$ cat config.mk
export PLATFORM = sky130hd
export DESIGN_NAME = axi_lite_native_responder
export DESIGN_NICKNAME = d
export VERILOG_FILES = /design/src/rtl/axi_lite_native_responder.sv
export SDC_FILE = /design/constraint.sdc
export NUM_CORES = 1
export LEC_CHECK = 0
export CAP_MARGIN = 20
export CELL_PAD_IN_SITES_DETAIL_PLACEMENT = 0
export CELL_PAD_IN_SITES_GLOBAL_PLACEMENT = 1
export CORE_UTILIZATION = 22
export DETAILED_ROUTE_END_ITERATION = 16
export GPL_TIMING_DRIVEN = 0
export PLACE_DENSITY = 0.83
export SYNTH_ARGS = -nofsm -noshare
export SYNTH_HDL_FRONTEND = slang
export SYNTH_SLANG_ARGS = --single-unit
export TNS_END_PERCENT = 5
$ cat constraint.sdc
create_clock -name clk -period 1.7 [get_ports clk]
set_clock_uncertainty 0.15 [all_clocks]
set_input_delay 0.34 -clock clk [delete_from_list [all_inputs] [get_ports clk]]
set_output_delay 0.34 -clock clk [all_outputs]
set_load 0.005 [all_outputs]
$ cat src/rtl/axi_lite_native_responder.sv
// AXI4-Lite slave bridging to a native 1-cycle-latency SRAM-style port.
// Optional range check on [BASE, BASE+LEN): define AXI_LITE_RESPONDER_RANGE_CHECK_EN.
//
// state    | meaning
// R_IDLE   | no read response outstanding
// R_BYPASS | response valid, data taken straight from native rdata
// R_HOLD   | response stalled by rready, data served from rdata_buf
module axi_lite_native_responder #(
    parameter logic [31:0] BASE = 32'h00000000,
    parameter logic [31:0] LEN  = 32'h00010000
) (
    input  logic        clk,
    input  logic        reset,
    input  logic [31:0] s_axi_awaddr,
    input  logic [2:0]  s_axi_awprot,
    input  logic        s_axi_awvalid,
    output logic        s_axi_awready,
    input  logic [31:0] s_axi_wdata,
    input  logic [3:0]  s_axi_wstrb,
    input  logic        s_axi_wvalid,
    output logic        s_axi_wready,
    output logic [1:0]  s_axi_bresp,
    output logic        s_axi_bvalid,
    input  logic        s_axi_bready,
    input  logic [31:0] s_axi_araddr,
    input  logic [2:0]  s_axi_arprot,
    input  logic        s_axi_arvalid,
    output logic        s_axi_arready,
    output logic [31:0] s_axi_rdata,
    output logic [1:0]  s_axi_rresp,
    output logic        s_axi_rvalid,
    input  logic        s_axi_rready,
    output logic        ena,
    output logic [3:0]  wen,
    output logic [31:0] addr,
    output logic [31:0] wdata,
    input  logic [31:0] rdata
);

    typedef enum logic [1:0] {R_IDLE, R_BYPASS, R_HOLD} r_state_t;

    r_state_t    r_state;
    logic [31:0] rdata_buf;
    logic        r_oor_q;
    logic        accept_w;
    logic        accept_r;
    logic [31:0] w_off;
    logic [31:0] r_off;
    logic        w_oor;
    logic        r_oor;

    assign w_off = s_axi_awaddr - BASE;
    assign r_off = s_axi_araddr - BASE;

`ifdef AXI_LITE_RESPONDER_RANGE_CHECK_EN
    assign w_oor = (w_off >= LEN);
    assign r_oor = (r_off >= LEN);
    logic unused_ok;
    assign unused_ok = ^{s_axi_awprot, s_axi_arprot};
`else
    assign w_oor = 1'b0;
    assign r_oor = 1'b0;
    logic unused_ok;
    assign unused_ok = ^{s_axi_awprot, s_axi_arprot, LEN};
`endif

    assign s_axi_rvalid  = (r_state != R_IDLE);
    assign accept_w      = s_axi_awvalid && s_axi_wvalid && (!s_axi_bvalid || s_axi_bready);
    assign accept_r      = s_axi_arvalid && !accept_w &&
                           ((r_state == R_IDLE) || (s_axi_rvalid && s_axi_rready));
    assign s_axi_awready = accept_w;
    assign s_axi_wready  = accept_w;
    assign s_axi_arready = accept_r;
    assign wdata         = s_axi_wdata;

    // Write has priority on the single native port.
    always_comb begin
        ena  = 1'b0;
        wen  = 4'h0;
        addr = 32'h0;
        if (accept_w) begin
            ena  = !w_oor;
            wen  = w_oor ? 4'h0 : s_axi_wstrb;
            addr = w_off;
        end else if (accept_r) begin
            ena  = !r_oor;
            addr = r_off;
        end
    end

    always_comb begin
        s_axi_rdata = (r_state == R_HOLD) ? rdata_buf : rdata;
        s_axi_rresp = 2'b00;
        if (r_oor_q) begin
            s_axi_rdata = 32'h0;
            s_axi_rresp = 2'b10;
        end
    end

    always_ff @(posedge clk or posedge reset) begin
        if (reset) begin
            r_state      <= R_IDLE;
            rdata_buf    <= 32'h0;
            r_oor_q      <= 1'b0;
            s_axi_bvalid <= 1'b0;
            s_axi_bresp  <= 2'b00;
        end else begin
            if (accept_w) begin
                s_axi_bvalid <= 1'b1;
                s_axi_bresp  <= w_oor ? 2'b10 : 2'b00;
            end else if (s_axi_bready) begin
                s_axi_bvalid <= 1'b0;
            end

            if (accept_r)
                r_oor_q <= r_oor;

            case (r_state)
                R_IDLE: begin
                    if (accept_r)
                        r_state <= R_BYPASS;
                end
                R_BYPASS: begin
                    rdata_buf <= rdata;
                    if (!s_axi_rready)
                        r_state <= R_HOLD;
                    else if (!accept_r)
                        r_state <= R_IDLE;
                end
                R_HOLD: begin
                    if (s_axi_rready)
                        r_state <= accept_r ? R_BYPASS : R_IDLE;
                end
                default: r_state <= R_IDLE;
            endcase
        end
    end

endmodule

### Word-level counts from Yosys, hierarchy flattened

Cells that the tools add are included.

| word-level totals | value |
|---|---|
| bits in registers | 35 |
| output and inout bits | 110 |

| operators by class | value |
|---|---|
| eq/ne operators | 5 |
| mux-type cells | 14 |
| reduce and logical (&&, ||, !) cells | 13 |

Operators with widths:

| kind | number |
|---|---|
| $mux W32 | 3 |
| $mux W2 | 4 |
| $pmux W2 S3 | 1 |
| $logic_and A1 B1 Y1 | 5 |
| $mux W1 | 5 |
| $mux W4 | 1 |
| $ne A2 B2 Y1 const B | 2 |
| $reduce_bool A2 Y1 | 2 |
| $ne A3 B3 Y1 const B | 1 |
| $reduce_and A3 Y1 | 1 |
| $eq A2 B1 Y1 const B | 1 |
| $eq A2 B2 Y1 const B | 1 |
| $logic_not A1 Y1 | 2 |
| $logic_not A2 Y1 | 1 |
| $logic_or A1 B1 Y1 | 2 |

### Longest topological paths before layout

Gate-level depths: netlist of the first run.

| logic depth | value |
|---|---|
| depth after elaboration | 9 |
| depth in mapped cells | 5 |

### Least setup slack after synthesis of the first run

OpenSTA, ideal clock, no wires.

| timing path | value |
|---|---|
| kind | flip-flop to output port |
| from | reg r_state[0] |
| to | out s_axi_rdata[22] |
| cell stages (with the launch flop) | 5 |
| slack | 0.112 ns |
| buffers on the path | 2 |
| arrival time | 1.098 ns |
| cells stage by stage | dfrtp_1 -> nor2b_2 -> buf_6 -> buf_8 -> mux2_4 |

| between the ends | value |
|---|---|
| word-level cells in the longest chain between the ends | 2 |

RTL lines:

| what | line | RTL |
|---|---|---|
| start: declaration | 42 | `r_state_t r_state;` |
| start signal: assignment | 132 | `r_state <= accept_r ? R_BYPASS : R_IDLE;` |
| $eq A2 B2 Y1 | 92 | `s_axi_rdata = (r_state == R_HOLD) ? rdata_buf : rdata;` |
| $mux W32 | 92 |  |
| end: declaration | 29 | `output logic [31:0] s_axi_rdata,` |

No other way between the ends.

### Final worst setup path of the first run

| timing path | value |
|---|---|
| from | reg s_axi_bvalid |
| to | out addr[9] |

| between the ends | value |
|---|---|
| word-level cells in the longest chain between the ends | 8 |

RTL lines:

| what | line | RTL |
|---|---|---|
| start: declaration | 23 | `output logic s_axi_bvalid,` |
| start signal: assignment | 105 | `s_axi_bvalid <= 1'b0;` |
| start signal: assignment | 109 | `s_axi_bvalid <= 1'b1;` |
| start signal: assignment | 112 | `s_axi_bvalid <= 1'b0;` |
| $logic_not A1 Y1 (*) | 68 | `assign accept_w = s_axi_awvalid && s_axi_wvalid && (!s_axi_bvalid \|\| s_axi_bready);` |
| $logic_or A1 B1 Y1 (*) | 68 |  |
| $logic_and A1 B1 Y1 (*) | 68 |  |
| $logic_not A1 Y1 | 69 | `assign accept_r = s_axi_arvalid && !accept_w &&` |
| $logic_and A1 B1 Y1 (2 in series) | 69 |  |
| $mux W32 | 85 | `end else if (accept_r) begin` |
| $mux W32 (*) | 81 | `if (accept_w) begin` |
| end: declaration | 35 | `output logic [31:0] addr,` |

Every way passes the cells marked *; elsewhere a longest branch is shown, timed or not.

==> flow_summary.toml, run 1 <==
[outcome]
status = "complete, but fails checks"
violations = "setup timing"

[timing]
min_period_over_period_pct = 124.5
drv_slew = 0
fmax_mhz = 472.6
slew_headroom_pct = 49.86
worstMarginPinSlew_ns = 0.7510
setup_viol = 72
rsz0062_at_grt = "true"
timing.setup.tns_ns = -23.75
final_hold_viol_count = 0
holdWs_ns = 0.1802
setup_ws_ns = -0.4159
layout_min_cycle_time_ns = 2.116

[global_routing]
grt_use_total_pct = 14.27
antenna_found_initial = 1
grt_max_degree = 36
gr-total-overflow = 0
grt_pass1_wl_um = 15140
grt_pass1_vias = 2994

[route]
drtPass1Iterations = 4
avgRoutedWirePerCell_um = 14.91
ant_nets = 0
drc = 0
detail_route.iter0.violations = 78
vias_per_cell = 4.230
num_vias = 2885
routed_wl_um = 10170

[die]
die_h_um = 116.1
floorplan.initialDensity_pct = 22.61
core_um2 = 12670
die_w_um = 116.1
num_io_pins = 255
rows = 41
die_area_um2 = 13480

[power]
seq_power_share_pct = 29.1
combPwrFrac_pct = 44.4
power_density_nw_per_um2 = 688.9
p_leak_uw = 0.002701
clockPowerShare_pct = 26.5
peakVddDrop_uv = 353.3
switching_power_uw = 1017
sw_frac_of_total_pct = 25.27
intPower_uw = 3008

[clocking]
cts_tree = "built"
clkLatencyLatePin_ns = 0.27
path_clk_slew_ns = 0.06
clock_sinks = 35
tritoncts.num_buffers = 5
holdBufCountCts = 0
htree_levels = 2
clockRootBuffer = "clkbuf_16"
clockBufferDepth = 2

[critical_path]
path_max_fanout = 4
crit_required_ns = 1.21
rrSetupSlack_ns = 0.06
worst_ep_arrival_time_ns = 1.63
critical_path_class = "flop to output port"
worstSetupEndpointType = "output port"
worstSetupStartpointType = "flop"

[finish]
most-common-layout-cells = "clkdlybuf4s50_1, mux2_4, buf_4"
final_common_cell = "clkdlybuf4s50_1"
fill_cells = 1206
area_growth_pct = 103.9
fin_nets = 653
register_area_um2 = 875.8
multi_input_area_um2 = 1610
drive_gt1_share_pct = 52.46
final_area_um2 = 5843

[yosys]
synth_cells = 241
seq_area_frac_synth_pct = 30.57
synth_warnings = 0
yosys.area.top_type = "dfrtp_1"
synth_seq_cells = 35
synth_area_leaders = "dfrtp_1, mux2_4, o2bb2ai_1"
avgSynthCellArea_um2 = 11.89
ys_types = 24
yosysTopAreaCellShare_pct = 30.57
netlist_area_um2 = 2865

[placement]
gp_congestion = 0.7208
place_area_um2 = 5214
io_buffers = 212
post-dp-hpwl_um = 7513

[hold_path]
min_path_type = "input port to flop"

[job]
maxCapViolCount = 0
cells by family (layout without fill, tap and decap cells):
kind of cell           count (synthesis)  after routing  share of synthesized area, %
buffers and inverters                 61            326                         17.47
AOI/OAI and AO/OA                     68             68                         16.55
other                                  1              5                        0.1309
muxes                                 64             64                         32.75
and+or+nand+nor                       12             12                         2.533
DFF                                   35             35                         30.57
Yosys cell counts (all sizes together):
cell type,count
mux2,64
buf,52
dfrtp,35
o21ai,34
o2bb2ai,32
clkbuf,6
and2,4
inv,3
nor2,3
nand2b,2
nor2b,2
a211oi,1
a21oi,1
conb,1
nand2,1
timing repair:
action | 4_1_cts | 5_1_grt
setup buffers | 38 | 2
gates cloned | 7 | 0
pin swaps | 10 | 2
endpoints found under the setup margin | 73 | 102
resized for setup | 317 | 36
per-stage QoR:
stage | worst slack (ns) | total power, µW | instances | utilization (%)
after CTS | -0.4418 | 4087 | 679 | 46.44
after floorplan | 0.1121 | 2024 | 244 | -
after detailed placement | -1.053 | 2842 | 628 | 41.15
after global placement | -1.021 | 2812 | 628 | 41.15
after global routing | -0.4917 | 4251 | 682 | 46.11
final | -0.4159 | 4025 | 682 | 46.11
critical path: stages (launching register included):
cell and delay, ns:
dfrtp_1 0.35, nor2b_4 0.24, nor2_4 0.07, buf_6 0.13, buf_6 0.11, buf_6 0.11, buf_6 0.11, o2bb2ai_1 0.11
buf_2 0.13
power groups by stage:
stage / sequential [µW] / clock (µW) / combinational [µW]
detailed placement: 1180 / 0 / 1660
global placement: 1160 / 0 / 1650
CTS: 1170 / 1100 / 1820
finish: 1170 / 1070 / 1790
floorplan: 1150 / 0 / 878
global route: 1200 / 1140 / 1920
layout make-up:
| cell class | instances | share of cell area (%) |
|---|---|---|
| inverter | 3 | 0.1927 |
| sequential | 35 | 14.99 |
| antenna | 1 | 0.04283 |
| clock inverter | 2 | 0.5996 |
| tap | 172 | 3.683 |
| timing repair buffer | 258 | 41.18 |
| multi-input combinational | 148 | 27.56 |
| clock buffer | 6 | 2.377 |
| buffer | 57 | 9.379 |
state kept, by name, indices dropped and copies added (netlist names):
name and cells:
s_axi_bvalid 1, r_state 2, rdata_buf 32
metal layers:
metal	share of wire, %	track usage (%)	up-vias
met5	0	0	-
met4	1.6	4.444	0
met3	5.9	2.595	10
met2	54	26.31	141
met1	38	16.66	1368
li1	-	-	1366
worst paths after layout:
| path | depth (start not counted) | startpoint | to |
|---|---|---|---|
| max | 8 | s_axi_bvalid$_DFFE_PP0P_ | addr[9] |
| min | 2 | s_axi_rready | r_state[1]$_DFFE_PP0P_ |
| max reg2reg | 6 | r_state[1]$_DFFE_PP0P_ | rdata_buf[19]$_DFFE_PP0P_ |
| min reg2reg | 1 | rdata_buf[15]$_DFFE_PP0P_ | rdata_buf[15]$_DFFE_PP0P_ |
| max in group asynchronous | 2 | reset | rdata_buf[31]$_DFFE_PP0P_ |
| min in group asynchronous | 2 | reset | rdata_buf[21]$_DFFE_PP0P_ |
No activity file was read; power rests on OpenSTA's default activity.
==> run 2, diff against run 1 <==
GPL_TIMING_DRIVEN = 1   (was 0)
==> flow_summary.toml, run 2 (same netlist as run 1, synthesis figures left out) <==
[critical_path]
crit_required_ns = 1.21
cp_cell_sequence = "nor2b_4 > buf_6 > buf_8 > buf_4 > mux2_4 > buf_6"
worstSetupEndpointType = "output port"
cp_top_family = "buffers and inverters"
crit_path_frequent_cell = "buf_6"
worst_path_largest_cell_delay_ns = 0.40
worst_ep_arrival_time_ns = 1.63
path_max_fanout = 7
critPathSlowestCell = "dfrtp_1"
crit_buf_inv = 4
critical_path_class = "flop to output port"
worstSetupStartpointType = "flop"

[clocking]
htree_levels = 2
cts_tree = "built"
path_clk_slew_ns = 0.06
tritoncts.num_buffers = 5
clockRootBuffer = "clkbuf_16"
clock_sinks = 35
clkLatencyLatePin_ns = 0.27
clockBufferDepth = 2

[route]
vias_per_cell = 4.371
drc = 0
detail_route.iter0.violations = 101
num_vias = 2662
drtPass1Iterations = 4
avgRoutedWirePerCell_um = 17.84
ant_nets = 0
top_layer = "met4"
routed_wl_um = 10860
wl_met1_um = 4053
routed-wl-met3_um = 603
wl_met2_um = 6122

[power]
sw_frac_of_total_pct = 27.90
power_density_nw_per_um2 = 705.6
finalPower_uw = 3817
intPower_uw = 2752
seq_power_share_pct = 30.9
clockPowerShare_pct = 23.4
p_leak_uw = 0.002430
combPwrFrac_pct = 45.7
switching_power_uw = 1065
peakVddDrop_uv = 333.3

[die]
die_h_um = 116.1
floorplan.initialDensity_pct = 22.61
die_w_um = 116.1
num_io_pins = 255
die_area_um2 = 13480
core_um2 = 12670
rows = 41

[timing]
min_period_over_period_pct = 124.7
timing.setup.tns_ns = -24.11
layout_min_cycle_time_ns = 2.121
rsz0062_at_grt = "true"
fmax_mhz = 471.5
holdWs_ns = 0.2792
setup_ws_ns = -0.4207
final_hold_viol_count = 0
setup_viol = 73
drv_slew = 0

[global_routing]
grt_pass1_wl_um = 15140
grt_use_total_pct = 14.85
grt_max_degree = 36
antenna_found_initial = 0
gr-total-overflow = 0
grt_pass1_vias = 2734

[finish]
final_area_um2 = 5410
largest_reg_flops = 32
top_register = "rdata_buf"
fin_nets = 581
area_growth_pct = 88.82
drive_gt1_share_pct = 58.12
largestRegisters = "rdata_buf: 32 flops, r_state: 2 flops, s_axi_bvalid: 1 flops"
most-common-layout-cells = "clkdlybuf4s50_1, mux2_4, buf_6, dfrtp_1, buf_4"
diodes = 0
final_common_cell = "clkdlybuf4s50_1"

[placement]
pre_cts_slack_ns = -0.8966
io_buffers = 180
gp_congestion = 0.7094
post-dp-hpwl_um = 6887
place_area_um2 = 4707

[outcome]
status = "complete, but fails checks"
violations = "setup timing"

[hold_path]
min_path_type = "input port to flop"

[job]
maxCapViolCount = 0
[run 2: worst paths after layout]
| kind | start | end | slack (ns) | depth (start not counted) |
|---|---|---|---|---|
| setup / recovery | r_state[0]$_DFFE_PP0P_ | s_axi_rdata[29] | -0.42 | 6 |
| hold / removal | s_axi_rready | r_state[1]$_DFFE_PP0P_ | 0.28 | 2 |
| setup reg to reg | r_state[0]$_DFFE_PP0P_ | rdata_buf[21]$_DFFE_PP0P_ | 0.05 | 5 |
| hold reg to reg | rdata_buf[22]$_DFFE_PP0P_ | rdata_buf[22]$_DFFE_PP0P_ | 0.36 | 1 |
| max in group asynchronous | reset | s_axi_bvalid$_DFFE_PP0P_ | 0.92 | 3 |
| min in group asynchronous | reset | rdata_buf[14]$_DFFE_PP0P_ | 0.29 | 3 |
[run 2: cell type report]
| cell class | count | area, µm² |
|---|---|---|
| Clock buffer | 6 | 128.9 |
| Clock inverter | 2 | 12.51 |
| Fill cell | 1219 | 7261 |
| Inverter | 3 | 11.26 |
| Multi-Input combinational cell | 148 | 1760 |
| Sequential cell | 35 | 875.8 |
| Tap cell | 172 | 215.2 |
| Timing Repair Buffer | 243 | 2406 |
[run 2: what timing repair did]
item                                   CTS  global route
setup endpoints to repair               74            77
pin swaps                               12             2
resized for setup                      386            23
cloned                                  11             2
buffers inserted                        25             4
endpoints found under the hold margin    0             0
hold buffers                             0             0
[run 2: per-stage QoR]
step,util [%],instances
after floorplan,-,244
after global placement,37.15,569
after detailed placement,37.15,569
after CTS,43.70,612
after global routing,42.70,609
final,42.70,609
[run 2: metal layers]
metal / vias up / global-route usage (%)
li1: 1227 / -
met1: 1299 / 16.14
met2: 123 / 29.64
met3: 13 / 2.750
met4: 0 / 2.906
met5: - / 0
[run 2: worst register-to-register path, delay by kind of cell (launching register included)]
family / cells / cell delay (ns)
simple gates: 1 / 0.11
mux: 1 / 0.37
flops: 1 / 0.40
buf+inv: 3 / 0.50
[run 2: power groups by stage]
stage	clock network, µW	logic, µW	registers [µW]
final	895	1740	1180
after global routing	978	1850	1200
after CTS	926	1790	1180
after detailed placement	0	1520	1190
after global placement	0	1500	1170
after floorplan	0	878	1150
==> run 3, diff against run 2 <==
CAP_MARGIN = unset   (was 20)
==> results of run 3 <==
The final DEF is identical to that of run 2; final timing and power are the same.
